File: config.mk
export PLATFORM = sky130hd
export DESIGN_NAME = datapath_sequencer_flat
export DESIGN_NICKNAME = d
export VERILOG_FILES = /design/src/rtl/datapath_sequencer_if.sv /design/src/rtl/datapath_sequencer.sv /design/src/flat_wrapper.sv
export SDC_FILE = /design/constraint.sdc
export NUM_CORES = 1
export LEC_CHECK = 0
export CAP_MARGIN = 20
export CORE_ASPECT_RATIO = 2
export CORE_MARGIN = 2
export CORE_UTILIZATION = 61
export DETAILED_ROUTE_END_ITERATION = 8
export DONT_BUFFER_PORTS = 1
export PLACE_DENSITY = 0.81
export SYNTH_ARGS = -nofsm -noshare
export SYNTH_HDL_FRONTEND = slang
export SYNTH_SLANG_ARGS = --single-unit
File: constraint.sdc
create_clock -name clk -period 2.3 [get_ports clk]
set_clock_uncertainty 0.15 [all_clocks]
set_input_delay 0.46 -clock clk [delete_from_list [all_inputs] [get_ports clk]]
set_output_delay 0.46 -clock clk [all_outputs]
set_load 0.005 [all_outputs]
File: src/rtl/datapath_sequencer_if.sv
// Command and datapath-control bundle for datapath_sequencer.
//   master : command source side (drives cmd_*, observes controls/done/err)
//   slave  : sequencer side (accepts cmd_*, drives cmd_ready, controls, done/err)
//   cmd_*       : valid/ready command channel (op, rd, rn, rm, shift, imm8)
//   readnum..loads : datapath control signals
//   datapath_in : extended MOVI immediate, W bits
//   done/err    : completion pulse and illegal-opcode flag
interface datapath_sequencer_if #(parameter int W = 16);
  logic         cmd_valid;
  logic         cmd_ready;
  logic [2:0]   cmd_op;
  logic [2:0]   cmd_rd;
  logic [2:0]   cmd_rn;
  logic [2:0]   cmd_rm;
  logic [1:0]   cmd_shift;
  logic [7:0]   cmd_imm8;
  logic [2:0]   readnum;
  logic [2:0]   writenum;
  logic         write;
  logic         vsel;
  logic         loada;
  logic         loadb;
  logic [1:0]   shift;
  logic         asel;
  logic         bsel;
  logic [1:0]   ALUop;
  logic         loadc;
  logic         loads;
  logic [W-1:0] datapath_in;
  logic         done;
  logic         err;

  modport master (
    output cmd_valid, cmd_op, cmd_rd, cmd_rn, cmd_rm, cmd_shift, cmd_imm8,
    input  cmd_ready, readnum, writenum, write, vsel, loada, loadb, shift,
           asel, bsel, ALUop, loadc, loads, datapath_in, done, err
  );

  modport slave (
    input  cmd_valid, cmd_op, cmd_rd, cmd_rn, cmd_rm, cmd_shift, cmd_imm8,
    output cmd_ready, readnum, writenum, write, vsel, loada, loadb, shift,
           asel, bsel, ALUop, loadc, loads, datapath_in, done, err
  );
endinterface

File: src/rtl/datapath_sequencer.sv
// datapath_sequencer: steps the lab datapath through register read, execute
// and writeback for one command per valid/ready handshake.
//   clk, rst_n : clock, asynchronous active-low reset
//   bus        : datapath_sequencer_if.slave (command channel, datapath
//                controls, datapath_in, done/err)
// All controls are registered and decoded from the next state plus the
// latched command, so they change exactly with the state register.
module datapath_sequencer #(
  parameter int W        = 16,
  parameter bit IMM_SEXT = 1'b1
) (
  input  logic clk,
  input  logic rst_n,
  datapath_sequencer_if.slave bus
);

  typedef enum logic [2:0] {
    S_IDLE, S_LOAD_A, S_LOAD_B, S_EXEC, S_WRITE, S_DONE
  } state_t;

  localparam logic [2:0] OP_MOVI = 3'd0;
  localparam logic [2:0] OP_MOV  = 3'd1;
  localparam logic [2:0] OP_ADD  = 3'd2;
  localparam logic [2:0] OP_CMP  = 3'd3;
  localparam logic [2:0] OP_AND  = 3'd4;
  localparam logic [2:0] OP_MVN  = 3'd5;

  typedef struct packed {
    logic [2:0] op;
    logic [2:0] rd;
    logic [2:0] rn;
    logic [2:0] rm;
    logic [1:0] shift;
  } cmd_t;

  typedef struct packed {
    logic [2:0] readnum;
    logic [2:0] writenum;
    logic       write;
    logic       vsel;
    logic       loada;
    logic       loadb;
    logic [1:0] shift;
    logic       asel;
    logic       bsel;
    logic [1:0] aluop;
    logic       loadc;
    logic       loads;
    logic       done;
    logic       err;
  } ctrl_t;

  state_t       state_q, state_d;
  cmd_t         cmd_q, cmd_d;
  ctrl_t        ctrl_q, ctrl_d;
  logic [W-1:0] dp_q, dp_d;
  logic [W-1:0] imm_ext;

  assign imm_ext = IMM_SEXT ? {{(W-8){bus.cmd_imm8[7]}}, bus.cmd_imm8}
                            : {{(W-8){1'b0}}, bus.cmd_imm8};

  always_comb begin
    state_d = state_q;
    cmd_d   = cmd_q;
    dp_d    = dp_q;
    case (state_q)
      S_IDLE: begin
        if (bus.cmd_valid) begin
          cmd_d = '{op: bus.cmd_op, rd: bus.cmd_rd, rn: bus.cmd_rn,
                    rm: bus.cmd_rm, shift: bus.cmd_shift};
          dp_d  = imm_ext;
          case (bus.cmd_op)
            OP_MOVI:                 state_d = S_WRITE;
            OP_MOV, OP_MVN:          state_d = S_LOAD_B;
            OP_ADD, OP_AND, OP_CMP:  state_d = S_LOAD_A;
            default:                 state_d = S_DONE;   // illegal opcode
          endcase
        end
      end
      S_LOAD_A: state_d = S_LOAD_B;
      S_LOAD_B: state_d = S_EXEC;
      S_EXEC:   state_d = (cmd_q.op == OP_CMP) ? S_DONE : S_WRITE;
      S_WRITE:  state_d = S_DONE;
      S_DONE:   state_d = S_IDLE;
      default:  state_d = S_IDLE;
    endcase
  end

  // Moore decode on the upcoming state so outputs register alongside it.
  always_comb begin
    ctrl_d = '0;
    case (state_d)
      S_LOAD_A: begin
        ctrl_d.readnum = cmd_d.rn;
        ctrl_d.loada   = 1'b1;
      end
      S_LOAD_B: begin
        ctrl_d.readnum = cmd_d.rm;
        ctrl_d.loadb   = 1'b1;
      end
      S_EXEC: begin
        ctrl_d.shift = cmd_d.shift;
        ctrl_d.asel  = (cmd_d.op == OP_MOV) || (cmd_d.op == OP_MVN);
        case (cmd_d.op)
          OP_CMP:  ctrl_d.aluop = 2'b01;
          OP_AND:  ctrl_d.aluop = 2'b10;
          OP_MVN:  ctrl_d.aluop = 2'b11;
          default: ctrl_d.aluop = 2'b00;
        endcase
        ctrl_d.loadc = (cmd_d.op != OP_CMP);
        ctrl_d.loads = (cmd_d.op == OP_CMP);
      end
      S_WRITE: begin
        ctrl_d.writenum = cmd_d.rd;
        ctrl_d.write    = 1'b1;
        ctrl_d.vsel     = (cmd_d.op == OP_MOVI);
      end
      S_DONE: begin
        ctrl_d.done = 1'b1;
        ctrl_d.err  = (cmd_d.op[2:1] == 2'b11);
      end
      default: ctrl_d = '0;
    endcase
  end

  always_ff @(posedge clk or negedge rst_n) begin
    if (!rst_n) begin
      state_q <= S_IDLE;
      cmd_q   <= '0;
      ctrl_q  <= '0;
      dp_q    <= '0;
    end else begin
      state_q <= state_d;
      cmd_q   <= cmd_d;
      ctrl_q  <= ctrl_d;
      dp_q    <= dp_d;
    end
  end

  assign bus.cmd_ready   = (state_q == S_IDLE);
  assign bus.readnum     = ctrl_q.readnum;
  assign bus.writenum    = ctrl_q.writenum;
  assign bus.write       = ctrl_q.write;
  assign bus.vsel        = ctrl_q.vsel;
  assign bus.loada       = ctrl_q.loada;
  assign bus.loadb       = ctrl_q.loadb;
  assign bus.shift       = ctrl_q.shift;
  assign bus.asel        = ctrl_q.asel;
  assign bus.bsel        = ctrl_q.bsel;
  assign bus.ALUop       = ctrl_q.aluop;
  assign bus.loadc       = ctrl_q.loadc;
  assign bus.loads       = ctrl_q.loads;
  assign bus.done        = ctrl_q.done;
  assign bus.err         = ctrl_q.err;
  assign bus.datapath_in = dp_q;

endmodule

File: src/flat_wrapper.sv
// flat-port wrapper written by rule: the top's interface ports become plain ports
module datapath_sequencer_flat 
#(
  parameter int W        = 16,
  parameter bit IMM_SEXT = 1'b1
)
  (clk, rst_n, bus_cmd_valid, bus_cmd_op, bus_cmd_rd, bus_cmd_rn, bus_cmd_rm, bus_cmd_shift, bus_cmd_imm8, bus_cmd_ready, bus_readnum, bus_writenum, bus_write, bus_vsel, bus_loada, bus_loadb, bus_shift, bus_asel, bus_bsel, bus_ALUop, bus_loadc, bus_loads, bus_datapath_in, bus_done, bus_err);
  datapath_sequencer_if #(.W(W)) bus_i ();
  input  logic clk;
  input  logic rst_n;
  input wire logic [$bits(bus_i.cmd_valid)-1:0] bus_cmd_valid;
  input wire logic [$bits(bus_i.cmd_op)-1:0] bus_cmd_op;
  input wire logic [$bits(bus_i.cmd_rd)-1:0] bus_cmd_rd;
  input wire logic [$bits(bus_i.cmd_rn)-1:0] bus_cmd_rn;
  input wire logic [$bits(bus_i.cmd_rm)-1:0] bus_cmd_rm;
  input wire logic [$bits(bus_i.cmd_shift)-1:0] bus_cmd_shift;
  input wire logic [$bits(bus_i.cmd_imm8)-1:0] bus_cmd_imm8;
  output wire logic [$bits(bus_i.cmd_ready)-1:0] bus_cmd_ready;
  output wire logic [$bits(bus_i.readnum)-1:0] bus_readnum;
  output wire logic [$bits(bus_i.writenum)-1:0] bus_writenum;
  output wire logic [$bits(bus_i.write)-1:0] bus_write;
  output wire logic [$bits(bus_i.vsel)-1:0] bus_vsel;
  output wire logic [$bits(bus_i.loada)-1:0] bus_loada;
  output wire logic [$bits(bus_i.loadb)-1:0] bus_loadb;
  output wire logic [$bits(bus_i.shift)-1:0] bus_shift;
  output wire logic [$bits(bus_i.asel)-1:0] bus_asel;
  output wire logic [$bits(bus_i.bsel)-1:0] bus_bsel;
  output wire logic [$bits(bus_i.ALUop)-1:0] bus_ALUop;
  output wire logic [$bits(bus_i.loadc)-1:0] bus_loadc;
  output wire logic [$bits(bus_i.loads)-1:0] bus_loads;
  output wire logic [$bits(bus_i.datapath_in)-1:0] bus_datapath_in;
  output wire logic [$bits(bus_i.done)-1:0] bus_done;
  output wire logic [$bits(bus_i.err)-1:0] bus_err;
  assign bus_i.cmd_valid = bus_cmd_valid;
  assign bus_i.cmd_op = bus_cmd_op;
  assign bus_i.cmd_rd = bus_cmd_rd;
  assign bus_i.cmd_rn = bus_cmd_rn;
  assign bus_i.cmd_rm = bus_cmd_rm;
  assign bus_i.cmd_shift = bus_cmd_shift;
  assign bus_i.cmd_imm8 = bus_cmd_imm8;
  assign bus_cmd_ready = bus_i.cmd_ready;
  assign bus_readnum = bus_i.readnum;
  assign bus_writenum = bus_i.writenum;
  assign bus_write = bus_i.write;
  assign bus_vsel = bus_i.vsel;
  assign bus_loada = bus_i.loada;
  assign bus_loadb = bus_i.loadb;
  assign bus_shift = bus_i.shift;
  assign bus_asel = bus_i.asel;
  assign bus_bsel = bus_i.bsel;
  assign bus_ALUop = bus_i.ALUop;
  assign bus_loadc = bus_i.loadc;
  assign bus_loads = bus_i.loads;
  assign bus_datapath_in = bus_i.datapath_in;
  assign bus_done = bus_i.done;
  assign bus_err = bus_i.err;
  datapath_sequencer #(.W(W), .IMM_SEXT(IMM_SEXT)) u_core (.clk(clk), .rst_n(rst_n), .bus(bus_i));
endmodule
==> flow_summary.json, run 1 <==
{
  "status": "finished, final reports clean",
  "min_period_over_period_pct": 85.8,
  "hold_viol_final": 0,
  "r2r-start": "u_core.state_q[0]$_DFF_PN0_",
  "endpoint_kind": "flop",
  "drive_above_1_share_pct": 32.4,
  "antenna_found_initial": 0,
  "die_y_um": 83.0,
  "dpl_cell_area_mm2": 0.00188,
  "grt_pass1_wl_um": 5690,
  "cts_resized": 0,
  "fp.dieArea_mm2": 0.00361,
  "hold_ws_ps": 169,
  "rr_worst_depth": 5,
  "cp-start-kind": "flop",
  "drv_slew": 0,
  "synth-edff-count": 0,
  "arrival_ps": 2020,
  "io_buffers": 0,
  "yosys_warnings": 0,
  "grtUsageTotal_pct": 20.9,
  "fp.dieW_um": 43.5,
  "r2r_end": "u_core.bus.ALUop[1]$_DFF_PN0_",
  "vias_per_cell": 5.92,
  "cts-root-buf": "clkbuf_8",
  "hp-start": "bus_cmd_shift[0]",
  "utilization_pct": 67.4,
  "rsz0062_at_grt": "no",
  "setup_viol": 0,
  "path_cells": "nor4b_4, buf_4, mux2_2, nand2b_4, nor4_4",
  "synthArstFlopShare_pct": 100,
  "overflow": 0,
  "clk_path_buf_depth": 2,
  "start_util_pct": 63.9,
  "rrSetupSlack_ps": 330,
  "cts_inserted_buffers": 5,
  "synth.distinct_cells": 35,
  "fillerInstances": 207,
  "dp_hpwl_um": 2480,
  "hold_buffers": 2,
  "core_region_area_mm2": 0.00298,
  "ys_ff_latch": 44,
  "detail_route.drc_violations": 0,
  "cts.clk_slew.worst_paths_ps": 80,
  "post-place-cells": 168,
  "post_cts_buffers": 0,
  "hold_depth": 1,
  "synth.avg_cell_area_um2": 13.1,
  "grt_max_degree": 45,
  "fin_nets": 172,
  "ant_nets": 0,
  "worstPathMaxFanout": 18,
  "hold_end": "u_core.cmd_q[0]$_DFF_PN0_",
  "totalWireLength_um": 3340,
  "diodes": 0,
  "cts_tree": "built",
  "min_period_ps": 1970,
  "io_pins": 62,
  "p_per_area_mw_per_mm2": 1410,
  "grt_pass1_vias": 1223,
  "max_cap_violations": 0,
  "power.total_mw": 2.84,
  "clock_latency_ps": 280,
  "cts_max_level": 2,
  "syn-instance-count": 145,
  "post_drt_wl_per_cell_um": 18.8,
  "dr.pass1.iters": 4,
  "post-place-ws_ps": 337,
  "gp_congestion": 0.730,
  "drt_iter0_drc": 21,
  "layout.cells.non_filler": 178,
  "synth-seq-area-share_pct": 57.9,
  "max_freq_ghz": 0.506,
  "syn_to_final_growth_pct": 5.59,
  "netlist_area_mm2": 0.00190,
  "syn_nets": 170,
  "path_class": "flop to flop",
  "synth_flop_cell": "dfrtp_1",
  "hold_path.class": "primary input to flop",
  "cp_slowest_cell": "dfrtp_1",
  "final_area_mm2": 0.00201,
  "cts_sinks": 44,
  "fin_tns_setup_ps": 0,
  "rows": 28,
  "vdd_drop_max_mv": 0.914,
  "layout_setup_ws_ps": 326,
  "power_leakage_nw": 0.917,
  "cpPeakStageDelay_ps": 430,
  "vias": 1054,
  "cp_data_required_time_ps": 2350
}
[kinds of logic (layout without fill, tap and decap cells)]
group | Yosys count | count (layout) | synth area share (%)
and+or+nand+nor | 40 | 40 | 14.0
muxes | 26 | 26 | 15.4
AOI/OAI and AO/OA | 13 | 13 | 5.39
other | 1 | 1 | 0.197
DFF | 44 | 44 | 57.9
buffers and inverters | 21 | 24 | 7.10
[worst max path at each step]
stage / startpoint / end
finish: u_core.state_q[0]$_DFF_PN0_ / u_core.bus.ALUop[1]$_DFF_PN0_
global route: u_core.state_q[1]$_DFF_PN0_ / u_core.bus.ALUop[1]$_DFF_PN0_
CTS: u_core.state_q[1]$_DFF_PN0_ / u_core.bus.ALUop[1]$_DFF_PN0_
detailed placement: u_core.state_q[1]$_DFF_PN0_ / u_core.bus.ALUop[1]$_DFF_PN0_
global placement: u_core.state_q[1]$_DFF_PN0_ / u_core.bus.ALUop[1]$_DFF_PN0_
floorplan: u_core.state_q[1]$_DFF_PN0_ / u_core.bus.readnum[1]$_DFF_PN0_
[routing by layer]
| layer | up-vias | routed length [um] | GRT usage (%) |
|---|---|---|---|
| met3 | 8 | 241 | 6.96 |
| met4 | 0 | 80 | 8.26 |
| met1 | 522 | 1100 | 21.7 |
| li1 | 478 | - | - |
| met2 | 46 | 1920 | 36.8 |
| met5 | - | 0 | 0 |
[Yosys cell counts (2+ instances only)]
| library cell | count | area share [%] |
|---|---|---|
| a21oi_1 | 3 | 0.79 |
| and2_1 | 3 | 0.99 |
| and2_2 | 2 | 0.79 |
| buf_2 | 2 | 0.53 |
| buf_4 | 10 | 3.9 |
| buf_6 | 2 | 1.2 |
| dfrtp_1 | 44 | 58 |
| inv_1 | 6 | 1.2 |
| mux2_2 | 22 | 13 |
| mux2i_1 | 3 | 1.6 |
| nand2_1 | 5 | 0.99 |
| nand3_1 | 2 | 0.53 |
| nor2_1 | 7 | 1.4 |
| nor2b_1 | 9 | 3.0 |
| nor3_1 | 3 | 0.79 |
| o21a_1 | 2 | 0.79 |
| o21ai_0 | 2 | 0.53 |
[cells in the final DEF, fill, tap and decap left out, types with 2 or more instances in the layout]
cell type and n:
a21oi_1 3, and2_1 3, and2_2 2, buf_4 7, clkbuf_8 6, dfrtp_1 44
inv_1 6, mux2_2 22, mux2i_1 3, nand2_1 5, nand3_1 2, nor2_1 7
nor2b_1 9, nor3_1 3, o21a_1 2, o21ai_0 2
[cell type report]
type                            count  area [um^2]  area share, %
Clock buffer                        7         86.3           4.30
Clock inverter                      1         7.51          0.374
Inverter                            7         27.5           1.37
Multi-Input combinational cell     80          666           33.1
Sequential cell                    44         1100           54.8
Tap cell                           30         37.5           1.87
Timing Repair Buffer                9         82.6           4.11
[worst max-delay path, delay by kind of cell, from the launching register on]
family | cells | cell delay (ps)
and+or+nand+nor | 3 | 580
buffers and inverters | 1 | 300
DFF | 1 | 430
muxes | 1 | 430
[power by group]
part | internal [mW] | leakage [nW] | switching, mW | total, mW
registers | 1.10 | 0.555 | 0.214 | 1.32
logic | 0.526 | 0.318 | 0.517 | 1.04
clock network | 0.244 | 0.0445 | 0.234 | 0.478
total | 1.87 | 0.917 | 0.965 | 2.84
[sequential cells by signal (all words and copies together), names as in the netlist, 2 cells and up]
register                flops
u_core.bus.shift            2
u_core.bus.readnum          3
u_core.bus.datapath_in      8
u_core.cmd_q               14
u_core.state_q              3
u_core.bus.ALUop            2
u_core.bus.writenum         3
Power figures use the tool's default switching activity.
==> run 2: changes to the inputs <==
--- a/config.mk
+++ b/config.mk
@@ -6,12 +6,14 @@
 export NUM_CORES = 1
 export LEC_CHECK = 0
 export CAP_MARGIN = 20
+export CELL_PAD_IN_SITES_DETAIL_PLACEMENT = 1
+export CELL_PAD_IN_SITES_GLOBAL_PLACEMENT = 2
 export CORE_ASPECT_RATIO = 2
 export CORE_MARGIN = 2
-export CORE_UTILIZATION = 61
+export CORE_UTILIZATION = 39
 export DETAILED_ROUTE_END_ITERATION = 8
 export DONT_BUFFER_PORTS = 1
-export PLACE_DENSITY = 0.81
+export PLACE_DENSITY = 0.8
 export SYNTH_ARGS = -nofsm -noshare
 export SYNTH_HDL_FRONTEND = slang
 export SYNTH_SLANG_ARGS = --single-unit
==> flow_summary.json, run 2 (synthesized netlist as in run 1, its figures left out) <==
{
  "vdd_drop_max_mv": 0.712,
  "cpPeakStageDelay_ps": 410,
  "cts_inserted_buffers": 5,
  "vias_per_cell": 5.20,
  "core_region_area_mm2": 0.00477,
  "min_period_ps": 2000,
  "hold_depth": 1,
  "mostFrequentLayoutCells": "dfrtp_1, mux2_2, nor2b_1",
  "dr.pass1.iters": 3,
  "fp.dieW_um": 53.4,
  "cts_tree": "built",
  "max_freq_ghz": 0.500,
  "min_period_over_period_pct": 87.0,
  "status": "finished, final reports clean",
  "antenna_found_initial": 0,
  "cts.clk_slew.worst_paths_ps": 80,
  "fillerInstances": 515,
  "rsz0062_at_grt": "no",
  "die_y_um": 103,
  "crit_top_cell": "mux2_2",
  "post-place-ws_ps": 301,
  "totalWireLength_um": 3460,
  "power_leakage_nw": 0.931,
  "path_cells": "nor4b_4, buf_12, mux2_2, nor2b_1, mux2_2",
  "grt_pass1_wl_um": 5600,
  "arrival_ps": 2030,
  "clk_path_buf_depth": 2,
  "slew_headroom_pct": 65.3,
  "clock_latency_ps": 290,
  "syn_to_final_growth_pct": 9.08,
  "fin_nets": 170,
  "diodes": 0,
  "fp.dieArea_mm2": 0.00549,
  "layout_setup_ws_ps": 299,
  "dp_hpwl_um": 2420,
  "worstPathMaxFanout": 24,
  "gp_congestion": 0.744,
  "multi_input_area_um2": 666,
  "vias": 1055,
  "hold_viol_final": 0,
  "path_class": "flop to flop",
  "drive_above_1_share_pct": 32.2,
  "max_cap_violations": 0,
  "worst_pin_slew_ps": 513,
  "endpoint_kind": "flop",
  "ff_latch_area_mm2": 0.00110,
  "power.total_mw": 2.96,
  "largest_register_ffs": 14,
  "cts-root-buf": "clkbuf_8",
  "cp-start-kind": "flop",
  "setup_viol": 0,
  "rows": 36,
  "ant_nets": 0,
  "fin_tns_setup_ps": 0,
  "post_drt_wl_per_cell_um": 17.0,
  "grt_pass1_vias": 1140,
  "io_buffers": 0,
  "cp_slowest_cell": "dfrtp_1",
  "drv_slew": 0,
  "cp_data_required_time_ps": 2330,
  "grtUsageTotal_pct": 13.9,
  "rr_worst_depth": 5,
  "grt_max_degree": 45,
  "cts_max_level": 2,
  "final_common_cell": "dfrtp_1",
  "regMostFlops": "u_core.cmd_q",
  "cts_sinks": 44,
  "io_pins": 62,
  "drt_iter0_drc": 5,
  "detail_route.drc_violations": 0,
  "p_per_area_mw_per_mm2": 1420,
  "start_util_pct": 39.8,
  "overflow": 0,
  "hold_path.class": "primary input to flop"
}
## run 2: cell types whose count changed in the layout (fill, tap and decap cells not counted), sizes merged
| cell | before | now |
|---|---|---|
| buf | 8 | 6 |
| bufinv | 0 | 1 |
| clkbuf | 7 | 6 |
| clkinv | 1 | 2 |
| clkinvlp | 1 | 0 |
## run 2: timing repair
| item | in CTS | in global routing |
|---|---|---|
| hold buffers | 2 | 0 |
| resized for setup | 0 | 0 |
| buffers inserted | 0 | 0 |
| hold endpoints to repair | 44 | 0 |
## run 2: cell type report
type / instances / share of cell area [%]
clock buffers: 6 / 3.98
multi-input cells: 80 / 32.1
flip-flops and latches: 44 / 53.1
well taps: 57 / 3.44
repair buffers: 7 / 4.22
inverters: 7 / 1.33
clock inverters: 2 / 1.87
## run 2: per-stage QoR
stage	util, %	area (um^2)	std cells	hold WS (ps)
finish	43.4	2070	203	162
global route	43.4	2070	203	141
CTS	43.4	2070	203	147
detailed placement	40.1	1920	193	15.3
global placement	40.1	1920	193	15.3
floorplan	-	1900	145	14.4
## run 2: critical path: cells and delay by family, from the launching register on
family        cells  cell delay, ps
flops             1             410
simple gates      2             460
mux               2             640
buf+inv           1             220
## run 2: worst paths after layout
kind                                             start                               endpoint  slack (ps)
max reg2reg                u_core.state_q[1]$_DFF_PN0_        u_core.bus.readnum[1]$_DFF_PN0_         300
min reg2reg                  u_core.cmd_q[1]$_DFF_PN0_          u_core.bus.shift[1]$_DFF_PN0_         340
max                        u_core.state_q[1]$_DFF_PN0_        u_core.bus.readnum[1]$_DFF_PN0_         300
max in group asynchronous                        rst_n  u_core.bus.datapath_in[6]$_DFFE_PN0P_        1270
min in group asynchronous                        rst_n               u_core.bus.err$_DFF_PN0_         520
min                                    bus_cmd_imm8[4]  u_core.bus.datapath_in[4]$_DFFE_PN0P_         160
## run 2: metal layers
| layer | track usage [%] | share of wire, % | up-vias |
|---|---|---|---|
| met5 | 0 | 0 | - |
| met4 | 5.33 | 1.7 | 0 |
| met3 | 4.78 | 6.8 | 7 |
| met2 | 22.7 | 52 | 39 |
| met1 | 16.6 | 40 | 532 |
| li1 | - | - | 477 |
## run 2: where the power goes
| group | switching (mW) | internal [mW] | leakage, nW |
|---|---|---|---|
| Combinational | 0.508 | 0.521 | 0.315 |
| Sequential | 0.211 | 1.10 | 0.555 |
| Clock | 0.260 | 0.355 | 0.0614 |
==> run 3: changes to the inputs <==
--- a/config.mk
+++ b/config.mk
@@ -13,7 +13,8 @@
 export CORE_UTILIZATION = 39
 export DETAILED_ROUTE_END_ITERATION = 8
 export DONT_BUFFER_PORTS = 1
-export PLACE_DENSITY = 0.8
+export PLACE_DENSITY = 0.83
+export REMOVE_ABC_BUFFERS = 1
 export SYNTH_ARGS = -nofsm -noshare
 export SYNTH_HDL_FRONTEND = slang
 export SYNTH_SLANG_ARGS = --single-unit
==> flow_summary.json, run 3 (synthesized netlist as in run 1, its figures left out) <==
{
  "status": "finished, final reports clean",
  "cts_resized": 0,
  "dr.pass1.iters": 4,
  "worst_pin_slew_ps": 575,
  "endpoint_kind": "flop",
  "hold_buffers": 2,
  "mostFrequentLayoutCells": "dfrtp_1, mux2_2, nor2b_1",
  "vdd_drop_max_mv": 0.649,
  "rsz0062_at_grt": "no",
  "io_buffers": 0,
  "gp_congestion": 0.699,
  "hold_viol_final": 0,
  "post_cts_buffers": 0,
  "slew_headroom_pct": 61.6,
  "cts-root-buf": "clkbuf_8",
  "core_region_area_mm2": 0.00477,
  "rows": 36,
  "syn_to_final_growth_pct": 7.96,
  "setup_viol": 0,
  "ant_nets": 0,
  "min_period_ps": 2040,
  "detail_route.drc_violations": 0,
  "cp_data_required_time_ps": 2330,
  "largest_register_ffs": 14,
  "final_area_mm2": 0.00205,
  "drt_iter0_drc": 11,
  "ff_latch_area_mm2": 0.00110,
  "regMostFlops": "u_core.cmd_q",
  "dpl_cell_area_mm2": 0.00192,
  "drive_above_1_share_pct": 32.7,
  "max_freq_ghz": 0.490,
  "final_common_cell": "dfrtp_1",
  "cts.clk_slew.worst_paths_ps": 80,
  "multi_input_area_um2": 666,
  "grtUsageTotal_pct": 14.8,
  "vias_per_cell": 5.25,
  "max_cap_violations": 0,
  "fp.dieArea_mm2": 0.00549,
  "worstPathMaxFanout": 24,
  "post_drt_wl_per_cell_um": 17.4,
  "power.total_mw": 2.86,
  "grt_pass1_vias": 1171,
  "hold_ws_ps": 167,
  "antenna_found_initial": 0,
  "totalWireLength_um": 3550,
  "io_pins": 62,
  "cp-start-kind": "flop",
  "arrival_ps": 2070,
  "cts_inserted_buffers": 5,
  "dp_hpwl_um": 2470,
  "fin_nets": 171,
  "power_leakage_nw": 0.925,
  "path_class": "flop to flop",
  "post-place-cells": 194,
  "vias": 1070,
  "fp.dieW_um": 53.4,
  "cts_sinks": 44,
  "cts_max_level": 2,
  "start_util_pct": 39.8,
  "cts_tree": "built",
  "clock_latency_ps": 290,
  "grt_pass1_wl_um": 5750,
  "drv_slew": 0,
  "overflow": 0,
  "fillerInstances": 518,
  "p_per_area_mw_per_mm2": 1390,
  "clk_path_buf_depth": 2,
  "die_y_um": 103,
  "diodes": 0,
  "layout.cells.non_filler": 204,
  "grt_max_degree": 45,
  "hold_path.class": "primary input to flop",
  "min_period_over_period_pct": 88.7
}
## run 3: changes by cell type in the layout (fill, tap and decap cells not counted), sizes merged
cell and delta:
clkinv +1, buf +1, bufinv -1
## run 3: worst paths after layout
check	start	cells after the start	slack (ps)	to
worst max-delay path	u_core.state_q[1]$_DFF_PN0_	5	260	u_core.bus.readnum[0]$_DFF_PN0_
worst min-delay path	bus_cmd_imm8[7]	1	170	u_core.bus.datapath_in[7]$_DFFE_PN0P_
worst max register to register	u_core.state_q[1]$_DFF_PN0_	5	260	u_core.bus.readnum[0]$_DFF_PN0_
worst min register to register	u_core.cmd_q[0]$_DFF_PN0_	1	350	u_core.bus.shift[0]$_DFF_PN0_
max in group asynchronous	rst_n	2	1280	u_core.bus.readnum[1]$_DFF_PN0_
min in group asynchronous	rst_n	2	530	u_core.cmd_q[13]$_DFF_PN0_
## run 3: cell type report
cell class,count,area share [%]
clock buffers,6,4.02
clock inverters,2,0.488
inverters,7,1.34
multi-input cells,80,32.4
flip-flops and latches,44,53.6
well taps,57,3.47
repair buffers,8,4.63
## run 3: metal layers
layer	track usage (%)	vias to the layer above	wire length (um)
met5	0	-	0
met4	6.51	0	77
met2	24.4	44	1830
met3	4.49	5	269
li1	-	479	-
met1	17.1	542	1370
## run 3: critical path: stages (launching register included)
cell and delay, ps:
dfrtp_1 420, nor4b_4 340, buf_12 220, mux2_2 360, nor2b_1 130, mux2_2 280
## run 3: metrics by stage
step | setup slack [ps] | utilization (%) | TNS, ps
after CTS | 251 | 43.0 | 0
after global placement | 345 | 40.3 | 0
after floorplan | -260 | - | -1340
final | 260 | 43.0 | 0
after global routing | 198 | 43.0 | 0
after detailed placement | 271 | 40.3 | 0
## run 3: report_power, final
group	switching [mW]	internal [mW]
Clock	0.247	0.240
Sequential	0.209	1.10
Combinational	0.529	0.535
